==> config.mk <==
export PLATFORM = sky130hd
export DESIGN_NAME = hex_ascii_streamer
export DESIGN_NICKNAME = d
export VERILOG_FILES = /design/src/rtl/hex_ascii_streamer.sv
export SDC_FILE = /design/constraint.sdc
export NUM_CORES = 1
export LEC_CHECK = 0
export CAP_MARGIN = 0
export CELL_PAD_IN_SITES_DETAIL_PLACEMENT = 0
export CELL_PAD_IN_SITES_GLOBAL_PLACEMENT = 1
export CORE_UTILIZATION = 49
export CTS_BUF_LIST = sky130_fd_sc_hd__clkbuf_4 sky130_fd_sc_hd__clkbuf_8
export DETAILED_ROUTE_END_ITERATION = 10
export DONT_BUFFER_PORTS = 1
export GPL_ROUTABILITY_DRIVEN = 0
export PLACE_DENSITY_LB_ADDON = 0.1
export REMOVE_ABC_BUFFERS = 1
export SLEW_MARGIN = 20
export SYNTH_ARGS = -nofsm -noshare
export SYNTH_HDL_FRONTEND = slang
export SYNTH_SLANG_ARGS = --single-unit
==> constraint.sdc <==
create_clock -name clk -period 6.05 [get_ports clk]
set_clock_uncertainty 0.05 [all_clocks]
set_input_delay 0.605 -clock clk [delete_from_list [all_inputs] [get_ports clk]]
set_output_delay 0.605 -clock clk [all_outputs]
set_load 0.02 [all_outputs]
==> src/rtl/hex_ascii_streamer.sv <==
// Captures NUM_BYTES of ID/status data on start and streams it as space-separated upper-case hex
// text, one character per valid/ready handshake, padded to a full LCD frame. HEX_PREFIX_EN adds "0x".
module hex_ascii_streamer #(
    parameter int          NUM_BYTES   = 3,
    parameter int          LINE_CHARS  = 16,
    parameter int          NUM_LINES   = 2,
    parameter logic [7:0]  SEP_CHAR    = 8'h20,
    parameter logic [7:0]  PAD_CHAR    = 8'h20,
    localparam int         TOTAL_CHARS = LINE_CHARS * NUM_LINES,
    localparam int         IDX_W       = (TOTAL_CHARS > 1) ? $clog2(TOTAL_CHARS) : 1
) (
    input  logic                     clk,
    input  logic                     rst,
    input  logic                     start,
    input  logic [8*NUM_BYTES-1:0]   data_in,
    output logic                     busy,
    output logic                     done,
    output logic [7:0]               char_out,
    output logic                     char_valid,
    input  logic                     char_ready,
    output logic [IDX_W-1:0]         char_index,
    output logic [8*TOTAL_CHARS-1:0] ascii_string
);

`ifdef HEX_PREFIX_EN
    localparam int CHARS_PER_BYTE = 5;
`else
    localparam int CHARS_PER_BYTE = 3;
`endif
    localparam int               CONTENT_LEN = CHARS_PER_BYTE * NUM_BYTES - 1;
    // Position of the high digit inside one byte's character group.
    localparam int               DIGIT_OFS   = CHARS_PER_BYTE - 3;
    localparam logic [IDX_W-1:0] LAST_IDX    = IDX_W'(TOTAL_CHARS - 1);

    if (CONTENT_LEN > TOTAL_CHARS) begin : g_len_check
        $error("hex_ascii_streamer: rendered content does not fit in the LCD frame");
    end

    typedef enum logic [1:0] {S_IDLE, S_EMIT, S_DONE} state_e;

    state_e                   state_q, state_d;
    logic [8*NUM_BYTES-1:0]   data_q, data_d;
    logic [IDX_W-1:0]         idx_q, idx_d;
    logic [8*TOTAL_CHARS-1:0] frame_q, frame_d;
    logic [7:0]               cur_char;

    function automatic logic [7:0] nibble_ascii(input logic [3:0] n);
        return (n < 4'd10) ? (8'h30 + {4'h0, n}) : (8'h37 + {4'h0, n});
    endfunction

    function automatic logic [7:0] char_at(input logic [IDX_W-1:0] pos,
                                           input logic [8*NUM_BYTES-1:0] data);
        int                     p;
        int                     k;
        int                     off;
        logic [8*NUM_BYTES-1:0] sh;
        logic [7:0]             b;
        p   = int'(pos);
        k   = p / CHARS_PER_BYTE;
        off = p % CHARS_PER_BYTE;
        sh  = data << (8 * k);
        b   = sh[8*NUM_BYTES-1 -: 8];
        if (p >= CONTENT_LEN)          return PAD_CHAR;
        if (off == DIGIT_OFS)          return nibble_ascii(b[7:4]);
        if (off == DIGIT_OFS + 1)      return nibble_ascii(b[3:0]);
        if (off == CHARS_PER_BYTE - 1) return SEP_CHAR;
        if (off == 0)                  return 8'h30;
        return 8'h78;
    endfunction

    // NOTE: every signal written here gets a default first, so no path leaves one unassigned (no latches).
    always_comb begin
        state_d  = state_q;
        data_d   = data_q;
        idx_d    = idx_q;
        frame_d  = frame_q;
        cur_char = char_at(idx_q, data_q);
        case (state_q)
            S_IDLE: begin
                if (start) begin
                    data_d  = data_in;
                    idx_d   = '0;
                    frame_d = {TOTAL_CHARS{PAD_CHAR}};
                    state_d = S_EMIT;
                end
            end
            S_EMIT: begin
                if (char_ready) begin
                    for (int i = 0; i < TOTAL_CHARS; i++) begin
                        if (idx_q == IDX_W'(i)) frame_d[8*(TOTAL_CHARS-1-i) +: 8] = cur_char;
                    end
                    if (idx_q == LAST_IDX) begin
                        idx_d   = '0;
                        state_d = S_DONE;
                    end else begin
                        idx_d = idx_q + IDX_W'(1);
                    end
                end
            end
            S_DONE:  state_d = S_IDLE;
            default: state_d = S_IDLE;
        endcase
    end

    // NOTE: state uses non-blocking assignments so every register samples pre-edge values.
    always_ff @(posedge clk) begin
        if (rst) begin
            state_q <= S_IDLE;
            data_q  <= '0;
            idx_q   <= '0;
            // NOTE: the frame buffer is a visible output, so unlike a plain memory it is reset to blanks.
            frame_q <= {TOTAL_CHARS{8'h20}};
        end else begin
            state_q <= state_d;
            data_q  <= data_d;
            idx_q   <= idx_d;
            frame_q <= frame_d;
        end
    end

    assign busy         = (state_q != S_IDLE);
    assign done         = (state_q == S_DONE);
    assign char_valid   = (state_q == S_EMIT);
    assign char_out     = char_valid ? cur_char : 8'h00;
    assign char_index   = idx_q;
    assign ascii_string = frame_q;

endmodule

* Yosys cells after proc, flatten, opt, wreduce, memory -nomap -nowiden
Index checks and enable logic that the tools add are counted.
** Storage, ports and cells
- Register bits after elaboration :: 287
** Operators by class
- $add $sub $neg :: 5
- Div/mod/pow operators :: 2
- $lt $le $gt $ge :: 3
- Eq/ne operators :: 69
- Shift operators :: 1
- Muxes and demuxes :: 71
- Reduce and logical (&&, ||, !) cells :: 40
** Operators with widths (number)
- $mux W256 :: 2
- $pmux W256 S2 :: 1
- $mux W8 :: 44
- $reduce_and A4 Y1 :: 32
- $eq A5 B5 Y1 const B :: 16
- $ne A2 B1 Y1 const B :: 33
- $eq A5 B4 Y1 const B :: 8
- $div A6 B3 Y32 const B :: 1
- $eq A32 B2 Y1 const B :: 1
- $eq A32 B3 Y1 const B :: 1
- $logic_not A32 Y1 :: 1
- $mod A6 B3 Y32 const B :: 1
- $shl A24 B32 Y24 :: 1
- $add A6 B4 Y7 const A :: 4
- $eq A5 B3 Y1 const B :: 4
- $mux W5 :: 3
- $mux W1 :: 14
- $mux W7 :: 2
- $eq A5 B2 Y1 const B :: 2
- $pmux W5 S2 :: 1
- $lt A4 B4 Y1 const B :: 2
- $mux W2 :: 3
- $reduce_and A3 Y1 :: 2
- $add A5 B1 Y5 const B :: 1
- 10 further kinds :: 11

* Logic depth before layout (Yosys ltp)
- Depth in word-level cells :: 21
- Depth in mapped cells :: 33

* Least setup slack after synthesis
OpenSTA, ideal clock, no wires.
- Kind :: flip-flop to output port
- Start point :: reg idx_q[3], in the netlist char_index[3]
- End point :: out char_out[4]
- Arrival time :: 5170 ps
- Path slack :: 225 ps
- Stages on the path, launching flop included :: 30
- Cell sequence :: dfxtp_1 > buf_6 > buf_6 > clkbuf_1 > ha_1 > nand4b_1 > nand2_1 > nand2_1 > o21ai_0 > ha_1 > clkbuf_1 > a311oi_2 > and3_1 > buf_4 > buf_6 > xnor2_1 > inv_1 > ha_1 > nor2_1 > o2111a_4 > buf_6 > o221a_2 > o21ai_0 > ha_1 > o21a_1 > or3_1 > a311oi_1 > buf_2 > nor2_1 > buf_4
** On the way
- Word-level cells in the longest chain between the ends :: 15
** Ends and longest elaborated chain
- start: declaration :: RTL line 43 : logic [IDX_W-1:0] idx_q, idx_d;
- start signal: assignment :: RTL line 116 : idx_q <= idx_d;
- $div A6 B3 Y32 :: RTL line 59 : k = p / CHARS_PER_BYTE;
- $shl A24 B32 Y24 :: RTL line 61 : sh = data << (8 * k);
- $add A6 B4 Y7 / $lt A4 B4 Y1 (equally long branches) :: RTL line 48 : return (n < 4'd10) ? (8'h30 + {4'h0, n}) : (8'h37 + {4'h0, n});
- $mux W7 :: RTL line 48
- $mux W8 (2 in series) :: RTL line 64 : if (off == DIGIT_OFS) return nibble_ascii(b[7:4]);
- $mux W8 :: RTL line 65 : if (off == DIGIT_OFS + 1) return nibble_ascii(b[3:0]);
- $mux W8 :: RTL line 66 : if (off == CHARS_PER_BYTE - 1) return SEP_CHAR;
- $mux W8 :: RTL line 67 : if (off == 0) return 8'h30;
- $mux W8 :: RTL line 68 : return 8'h78;
- $mux W8 :: RTL line 67
- $mux W8 :: RTL line 66
- $mux W8 :: RTL line 65
- $mux W8 * :: RTL line 64
- $mux W8 * :: RTL line 124 : assign char_out = char_valid ? cur_char : 8'h00;
- end: declaration :: RTL line 18 : output logic [7:0] char_out,
Every way passes the cells marked *; elsewhere a longest branch is shown, timed or not. The select of a mux whose other input is x is not followed.

* Worst setup path after layout
- Start point :: reg idx_q[4], in the netlist char_index[4]
- End point :: out char_out[4]
Same word-level chain as after synthesis.

==> Implementation_results.wiki <==
{| class="wikitable"
! Metric !! Value
|-
| Startpoint of the worst register-to-register path || char_index[4]$_SDFFE_PP0P_
|-
| Post-route setup TNS || 0 ps
|-
| Total of max-cap violations || 0
|-
| Register-to-register setup slack || 1190 ps
|-
| Combinational Power Share || 0.075
|-
| Post-synth top area cell || sky130_fd_sc_hd__dfxtp_1
|-
| Clock Latency Late Sink || 540 ps
|-
| Via count normalized by instance count || 5.16
|-
| Sequential-to-total area share from yosys stat || 0.523
|-
| Number of max-slew violations in the final report || 0
|-
| Proportion of power drawn by flip-flops and latches || 0.488
|-
| Total number of clock tree sinks || 255
|-
| R2r endpoint || ascii_string[252]$_SDFFE_PP0P_
|-
| Unique masters post-synth || 76
|-
| Async set-reset flop share out of synthesis || 0
|-
| Total number of H-tree levels || 2
|-
| Clock tree from TritonCTS || built
|-
| Cell internal pwr || 0.00271 W
|-
| Maximum number of pins on one net before global-route repair || 143
|-
| Area enclosed by the die boundary || 20500 um2
|-
| Post-cts hold buffer count || 0
|-
| Site Rows || 51
|-
| Number of top-level pins || 300
|-
| Initial antenna violation count || 0
|-
| Area share of the largest cell type after synthesis || 0.523
|-
| VDD IR max || 0.000202 V
|-
| Global router's overall resource usage || 0.223
|-
| Area growth from synthesis to layout || 10.7%
|-
| Final hold violations || 0
|-
| Run status || finished, final reports clean
|-
| Worst r2r path cells || 22
|-
| Highest attainable clock frequency || 173 MHz
|-
| Die height || 143 um
|-
| Time the final worst path needs with I/O delays and setup || 5780 ps
|-
| Detailed placer's ending HPWL || 16.0 mm
|-
| Layout cell share with drive strength beyond 1 || 0.142
|-
| Relative max-transition margin || 0.337
|-
| Arrival time at the worst endpoint || 5130 ps
|-
| Type of the worst setup path || flip-flop to output pin
|-
| Largest fanout on the critical path || 8
|-
| Setup-failing EPs final || 0
|-
| Net Sw Power || 0.000903 W
|-
| Largest cells by area after synthesis || sky130_fd_sc_hd__dfxtp_1 (52%), sky130_fd_sc_hd__and2_1 (9.0%), sky130_fd_sc_hd__nand2_1 (4.3%)
|-
| Synthesized cell area || 9760 um2
|-
| Number of global-route vias before repair || 6196
|-
| Flip-flop cell with the highest count after synthesis || sky130_fd_sc_hd__dfxtp_1
|-
| Number of buffers created by CTS || 41
|-
| Power density normalized to cell area || 335 nW/um2
|-
| Buffer levels on the longest clock path || 3
|-
| Nets || 1064
|-
| Vias after detailed routing || 6801
|-
| Placed instance area || 9820 um2
|-
| Avg Inst Size Synth || 9.58 um2
|-
| Fraction of the core area covered by cells at the end of the flow || 0.555
|-
| Crit share post-route || 0.956
|-
| Global-route wire length before repair || 35.5 mm
|-
| Clock power share || 0.437
|-
| Pre-antenna DRT Iters || 4
|-
| Count of unresolved DRC violations after routing || 0
|-
| DRT Wirelength || 23.6 mm
|-
| Residual overflow from global routing || 0
|-
| Min-delay src || rst
|-
| Final routed wire length divided by cell count || 17.9 um
|-
| Critical path launch point type || flip-flop
|-
| Clk pin slew, worst setup/hold paths || 60 ps
|-
| Starting DRT DRC Count || 376
|-
| Transition time at the pin with the least slew margin || 995 ps
|-
| Leakage || 4.31 nW
|-
| Cell count after synthesis || 1018
|-
| Net Sw Frac || 0.250
|-
| Critical Path RT || 5390 ps
|-
| Core area || 19500 um2
|-
| Synthesis Warnings || 0
|-
| Starting density of the core || 0.501
|-
| Diode insertion count for antenna repair || 0
|-
| Sink of the worst hold path || ascii_string[249]$_SDFFE_PP0P_
|-
| Post-synthesis sequential element count || 255
|-
| Die outline width || 143 um
|-
| Cell at the root of the clock tree || sky130_fd_sc_hd__clkbuf_8
|-
| Depth of the worst hold-timing path || 1
|-
| Post-synth EDFFs || 0
|-
| Number of buffers inserted by port buffering || 0
|-
| Post-route design area || 10800 um2
|-
| Worst min-delay path class || primary input to flip-flop
|-
| Kind of end point of the critical path || output pin
|-
| DRT antenna net count || 0
|}
==> metrics by stage <==
stage | instances | power [W] | hold slack [ps] | setup WS [ps]
floorplan | 952 | 0.00198 | 375 | -78.2
global placement | 1240 | 0.00207 | 392 | 645
detailed placement | 1240 | 0.00207 | 398 | 560
CTS | 1312 | 0.00364 | 73.6 | 31.9
global route | 1318 | 0.00375 | 73.1 | -63.2
finish | 1318 | 0.00361 | 100 | 267
==> cell usage in the layout, fill, tap and decap left out, types with 4 or more instances in the layout <==
cell                       count
sky130_fd_sc_hd__o21ai_1      12
sky130_fd_sc_hd__nor2_1       50
sky130_fd_sc_hd__o21a_1        5
sky130_fd_sc_hd__o31ai_1      20
sky130_fd_sc_hd__nand2_1     111
sky130_fd_sc_hd__nand3_1       6
sky130_fd_sc_hd__o22ai_1       5
sky130_fd_sc_hd__clkbuf_8     49
sky130_fd_sc_hd__nand3b_1     35
sky130_fd_sc_hd__a211oi_1      4
sky130_fd_sc_hd__dfxtp_1     254
sky130_fd_sc_hd__o21ai_0      20
sky130_fd_sc_hd__ha_1          9
sky130_fd_sc_hd__o32a_1        4
sky130_fd_sc_hd__o21bai_1      9
sky130_fd_sc_hd__o22a_1        4
sky130_fd_sc_hd__clkbuf_4     16
sky130_fd_sc_hd__buf_4        28
sky130_fd_sc_hd__and3_1        5
sky130_fd_sc_hd__a31oi_1       4
sky130_fd_sc_hd__conb_1       33
sky130_fd_sc_hd__a211oi_2     18
sky130_fd_sc_hd__and2_1      141
sky130_fd_sc_hd__nor3_1       19
sky130_fd_sc_hd__inv_1        19
sky130_fd_sc_hd__nand2b_1     32
sky130_fd_sc_hd__a21oi_1      55
==> per-layer routing <==
| metal | global-route usage | up-vias | part of all wire |
|---|---|---|---|
| met5 | 0 | - | 0 |
| met4 | 0.0662 | 0 | 0.017 |
| met3 | 0.0845 | 42 | 0.10 |
| met2 | 0.314 | 271 | 0.42 |
| met1 | 0.312 | 3098 | 0.46 |
| li1 | - | 3390 | - |
==> cells in the mapped netlist, drive strengths merged (4+ instances only) <==
cell type,instances
a211oi,22
a21oi,58
a311o,4
a31oi,4
and2,141
and3,5
buf,65
clkbuf,33
dfxtp,255
ha,11
inv,19
nand2,113
nand2b,33
nand3,6
nand3b,36
nor2,52
nor3,19
o2111ai,4
o21a,5
o21ai,32
o21bai,9
o22a,4
o22ai,5
o31ai,21
o32a,4
or2,4
or3,4
==> cells by family after synthesis <==
kind of cell	Yosys count	share of synthesized area
buf+inv	119	0.0673
fa+ha+maj	11	0.0141
simple gates	427	0.239
flops	255	0.523
compound gates	196	0.147
mux	3	0.00321
other cells	1	0.000384
xor+xnor	6	0.00539
==> worst max-delay path by stage <==
stage	from	endpoint	slack [ps]	cells past startpoint
2_1_floorplan	char_index[3]$_SDFFE_PP0P_	char_out[4]	-80	21
3_3_place_gp	char_index[4]$_SDFFE_PP0P_	char_out[4]	640	25
3_5_place_dp	char_index[4]$_SDFFE_PP0P_	char_out[4]	560	25
4_1_cts	char_index[4]$_SDFFE_PP0P_	char_out[4]	30	25
5_1_grt	char_index[4]$_SDFFE_PP0P_	char_out[4]	-60	22
6_report	char_index[4]$_SDFFE_PP0P_	char_out[4]	270	22
==> layout make-up <==
cell class | instances | area (um2)
clock buffers | 65 | 795
clock inverters | 6 | 90.1
fillers | 1814 | 8660
inverters | 21 | 78.8
multi-input cells | 676 | 4170
flip-flops and latches | 255 | 5110
well taps | 265 | 332
repair buffers | 30 | 233
==> state kept, by name, summed over array words and instances (netlist names) <==
| name | count |
|---|---|
| data_q | 24 |
| state_q | 2 |
| ascii_string | 224 |
| char_index | 5 |
==> power groups by stage <==
stage | clock (W) | sequential [W] | combinational, W
final | 0.00158 | 0.00176 | 0.000272
after global routing | 0.00168 | 0.00177 | 0.000303
after CTS | 0.00161 | 0.00176 | 0.000271
after detailed placement | 0 | 0.00180 | 0.000267
after global placement | 0 | 0.00180 | 0.000267
after floorplan | 0 | 0.00179 | 0.000186
==> repair_timing <==
action | in CTS | in global routing
pin swaps | 0 | 7
buffers inserted | 1 | 6
endpoints found under the setup margin | 1 | 4
gates resized for setup | 1 | 10
==> worst max-delay path, cell delays in order (launching register included) <==
cell and delay [ps]:
sky130_fd_sc_hd__dfxtp_2 370, sky130_fd_sc_hd__ha_4 300, sky130_fd_sc_hd__nand4b_1 120, sky130_fd_sc_hd__nand2_1 80
sky130_fd_sc_hd__nand2_1 60, sky130_fd_sc_hd__o21ai_0 90, sky130_fd_sc_hd__ha_1 220, sky130_fd_sc_hd__a311oi_2 320
sky130_fd_sc_hd__and3_1 250, sky130_fd_sc_hd__xnor2_1 120, sky130_fd_sc_hd__inv_1 90, sky130_fd_sc_hd__ha_2 220
sky130_fd_sc_hd__or2_2 340, sky130_fd_sc_hd__nor3b_1 230, sky130_fd_sc_hd__a31o_2 200, sky130_fd_sc_hd__o211ai_2 140
sky130_fd_sc_hd__ha_1 240, sky130_fd_sc_hd__o21a_1 210, sky130_fd_sc_hd__or3_1 330, sky130_fd_sc_hd__a311oi_2 290
sky130_fd_sc_hd__buf_6 140, sky130_fd_sc_hd__nor2_1 30, sky130_fd_sc_hd__buf_4 170
Power figures use the tool's default switching activity.
==> variant 1, RTL diff (same flow settings) <==
Build with the macro `HEX_PREFIX_EN` defined.
--- a/src/rtl/hex_ascii_streamer.sv
+++ b/src/rtl/hex_ascii_streamer.sv
@@ -1,4 +1,6 @@
 // Captures NUM_BYTES of ID/status data on start and streams it as space-separated upper-case hex
 // text, one character per valid/ready handshake, padded to a full LCD frame. HEX_PREFIX_EN adds "0x".
+`define HEX_PREFIX_EN
+
 module hex_ascii_streamer #(
     parameter int          NUM_BYTES   = 3,
Formal check against the unedited RTL: not equivalent (a bounded check fails within 4 cycles, from zero or initial values and one cycle with rst high).
==> variant 1 against the unedited design <==
Highest routed layer unchanged. Largest cell class is now multi-input combinational cells. Setup slack better by 0.083 ns. Synthesized cell count is 22% higher. Sequential cell count stayed put. Routed wire length is 24% higher. Final area is 11% higher. Sequential share of layout area is 4.6 points lower. Total power is 2.0% lower. Area after synthesis is 12% higher.
==> variant 1: results (changes against the unedited design) <==
Synth cell types=72 (-5.3%); CP peak stage delay=0.55 ns (+0.18 ns); met1 Resource Use GR=0.3332 (+0.02117); uppermost layer routed=met4; xor and xnor fraction of the mapped netlist area=0.004023 (-0.001363); P_sw=887.2 uW (-1.7%); Worst-path clk slew=0.07 ns; mux cell area share after synthesis=0.01678 (+0.01358); worst hold stages=1 (unchanged); CP Max Fanout=17 (+9); clock root cell=clkbuf_8; ratio of cells with drive above 1 in the final layout=0.1423 (-0.0001577); All-Layer GR Usage=0.2478 (+0.02500); Worst slew margin=0.3694 (+0.03246); Worst Setup SP=char_index[3]; VDD IR-drop max=0.0001615 V (-20%); Metal-1 WL=12,880 um (+18%); seq pwr=1720 uW (-2%); Hold Crit Start=rst; R2R cell count=17 (-23%); routed length on met2=12,870 um (+30%); grt met3 use=0.07922 (-0.005290); CP Capture Point=char_out[0]; vias in the first global route=7,759 (+25%); 1st-pass router iterations=5 (+1); vias per inst=5.504 (+6.7%); delay-heaviest family, CP=compound AO/OA/AOI/OAI gates; status=finished, final reports clean; largest net degree at the start of global routing=207 (+45%); Slowest-stage cell, CP=mux2i_1; Hold Crit Class=in -> reg; Clock Latency Late Sink=0.55 ns; final WL=29,210 um (+24%); Worst Hold Path EP=ascii_string[217]; cts bufs inserted=42 (+2.4%); Layout Nets=1,278 (+20%); crit path DAT=5.05 ns (-0.08 ns); H-tree levels=2 (unchanged); met2 usage=0.3750 (+0.06126); clk pwr=1600 uW; yosys warns=0 (unchanged); sequential cell area fraction in the yosys report=0.4690 (-0.05426); fillers=2,077 (+14%); Post-synth top cells=255 x dfxtp_1, 185 x nand2_1, 145 x a21oi_1, 108 x and2_1, 64 x nor2_1; setup slack, reg-to-reg=0.95 ns (-0.24 ns); reg-to-reg endpoint=ascii_string[173]; met3 wire length=2773 um (+13%); CP Capture Type=output pin; Compound-Gate Fraction of Synth Area=0.1730 (+0.02577); DP Wirelength=19,660 um (+23%); first-pass GRT wire length=44,060 um (+24%); combinational power=222 uW (-18%); Leak=0.004472 uW (+3.7%); initial DRC count=504 (+34%); adder-cell area share of the yosys netlist=0.02069 (+0.006584); Synth area leaders=dfxtp_1 47%, a21oi_1 6.7%, nand2_1 6.4%, and2_1 6.2%, buf_4 3.0%
## variant 1: what timing repair did
| item | 4_1_cts | 5_1_grt |
|---|---|---|
| gates resized for setup | 2 | 8 |
| endpoints found under the hold margin | 0 | 0 |
| setup endpoints to repair | 3 | 7 |
| pin swaps | 0 | 1 |
| setup buffers | 0 | 5 |
## variant 1: metrics by stage
step           hold slack [ns]  area, um2  cells  setup slack [ns]
2_1_floorplan           0.3758      10360   1153           -0.2714
3_3_place_gp            0.3904      10950   1462            0.7394
6_report               0.09836      11950   1545            0.3493
3_5_place_dp            0.3911      10950   1462            0.5776
5_1_grt                0.05948      11950   1545          0.006950
4_1_cts                0.06099      11880   1539           0.02702
## variant 1: cell type report
| type | instances | share of cell area |
|---|---|---|
| clock buffer | 62 | 0.06721 |
| tap | 280 | 0.02931 |
| clock inverter | 15 | 0.009736 |
| multi-input combinational | 883 | 0.4393 |
| sequential | 255 | 0.4271 |
| timing repair buffer | 35 | 0.02261 |
| inverter | 15 | 0.004711 |
==> variant 2, RTL diff (same settings) <==
Without the edit above. Reset style: asynchronous (`rst`), changed in one clocked block.
--- a/src/rtl/hex_ascii_streamer.sv
+++ b/src/rtl/hex_ascii_streamer.sv
@@ -104,5 +104,5 @@
 
     // NOTE: state uses non-blocking assignments so every register samples pre-edge values.
-    always_ff @(posedge clk) begin
+    always_ff @(posedge clk or posedge rst) begin
         if (rst) begin
             state_q <= S_IDLE;
Formal check against the unedited RTL: differs if rst is asserted again (counterexample within 4 cycles, from zero or initial values and one cycle with rst high); with rst held inactive, the same outputs for 4 cycles.
==> variant 2 against the unedited design <==
Area after synthesis up 9.3%. Via count up 1.1%. Hold slack worse by 0.050 ns. Final area up 9.1%. Routed wire length up 6.3%. Sequential cell count unchanged. Setup slack better by 0.12 ns. Critical path depth down 1.
Power is not compared: it rests on default switching activity, and its combinational part moved more than twofold at a synthesized area within 25%.
==> variant 2: results (changes against the unedited design) <==
Synth Flop Type=dfrtp_1; vias in the first global route=6,852 (+11%); VDD IR-drop max=0.0003207 V; Final Hold Vio Count=0 (unchanged); All-Layer GR Usage=0.2270 (+0.004276); Power Dens Cells=646.8 nW/um2; met1 Resource Use GR=0.3178 (+0.005800); number of flip-flops in the largest register=224 (unchanged); Synth area leaders=dfrtp_1 52%, nor2b_1 7.9%, dfstp_2 7.9%, nand2_1 5.8%, buf_4 3.0%; worst hold slack=0.04998 ns (-0.05025 ns); DP Wirelength=17,470 um (+9.2%); clock root cell=clkbuf_8; ys async rst share=1.000 (+1.000); initial DRC count=353 (-6.1%); vias per inst=5.242 (+1.6%); crit path DAT=5.01 ns (-0.12 ns); Clk pwr share=0.217; initial antenna violation count=0 (unchanged); Leak=0.005791 uW; final WL=25,120 um (+6.3%); pin slew with the least headroom to its limit=1.086 ns (+0.09171 ns); grt met3 use=0.08598 (+0.001469); largest net degree at the start of global routing=133 (-7.0%); 1st-pass router iterations=5 (+1); status=finished, final reports clean; R2R cell count=21 (-4.5%); grt ovf=0 (unchanged); uppermost layer routed=met4; Worst-path clk slew=0.06 ns (about the same); Slowest-stage cell, CP=a2111oi_2; min Tclk post-route=5.662 ns (-0.1218 ns); met3 wire length=2550 um (+3.9%); routed length on met2=11,140 um (+13%); met2 usage=0.3273 (+0.01358); Clock Latency Late Sink=0.54 ns (about the same); Metal-1 WL=10,990 um (+0.85%); ratio of cells with drive above 1 in the final layout=0.2006 (+0.05813); reg-to-reg endpoint=ascii_string[4]; Setup WS pre-CTS=0.5124 ns (-0.04721 ns); cts bufs inserted=42 (+2.4%); worst r2r src=char_index[4]; clk buf depth=3 (unchanged); first-pass GRT wire length=39,210 um (+10%); I/O Buffers=0 (unchanged); H-tree levels=2 (unchanged); setup slack, reg-to-reg=1.35 ns (+0.16 ns); sequential cell area fraction in the yosys report=0.6023 (+0.07907); logic gate share of total power=0.423; Post-synth top cells=223 x dfrtp_1, 165 x nand2_1, 135 x nor2b_1, 49 x o21ai_0, 43 x nor2_1; sw frac=0.4606; # diodes=0 (unchanged); Hold Crit Class=in -> async; CP peak stage delay=0.44 ns (+0.07 ns); Synth cell types=70 (-7.9%); delay-heaviest family, CP=compound AO/OA/AOI/OAI gates; yosys warns=0 (unchanged); Layout Nets=1,045 (-1.8%); CP Max Fanout=9 (+1)
## variant 2: repair_timing
item                       CTS  global route
setup endpoints to repair    2             6
setup buffers                0             1
pin swaps                    0             1
resized for setup            4             7
## variant 2: final cells by class
cell class,count,area (um2)
fill,1860,9370
sequential,255,6421
multi-input combinational,668,3831
clock buffer,66,839.6
tap,275,344.1
timing repair buffer,20,162.7
clock inverter,9,106.4
inverter,19,78.83
## variant 2: logic make-up after synthesis
| kind of cell | after synthesis | synth area share |
|---|---|---|
| other cells | 1 | 0.0003518 |
| compound gates | 171 | 0.1096 |
| flops | 255 | 0.6023 |
| fa+ha+maj | 11 | 0.01291 |
| mux | 7 | 0.006573 |
| simple gates | 444 | 0.2127 |
| xor+xnor | 2 | 0.001643 |
| buf+inv | 99 | 0.05387 |
## variant 2: worst max path at each step
stage	from	end	cells after the start
after global routing	char_index[4]	char_out[4]	21
after floorplan	rst	ascii_string[0]	1
final	char_index[4]	char_out[4]	21
after CTS	char_index[4]	char_out[4]	20
after global placement	char_index[4]	char_out[4]	20
after detailed placement	char_index[4]	char_out[6]	19
## variant 2: worst reg2reg max path, cell delays in order, from the launching register on
cell and delay [ns]:
dfrtp_1 0.38, ha_1 0.37, and4b_1 0.33, o21ai_2 0.09, o21ai_0 0.10, ha_2 0.25, inv_1 0.11, a21oi_1 0.17
a211oi_2 0.09, ha_1 0.25, a21oi_4 0.25, o311ai_4 0.23, o31ai_2 0.33, or2_2 0.18, nand2_1 0.06, ha_1 0.26
inv_1 0.07, o211ai_1 0.14, a2111oi_2 0.44, a211o_1 0.17, buf_4 0.20, o21ai_1 0.09
## variant 2: per-stage QoR
stage	area [um2]	std cells
CTS	11750	1311
floorplan	10280	942
global placement	10780	1236
global route	11780	1312
finish	11780	1312
detailed placement	10780	1236
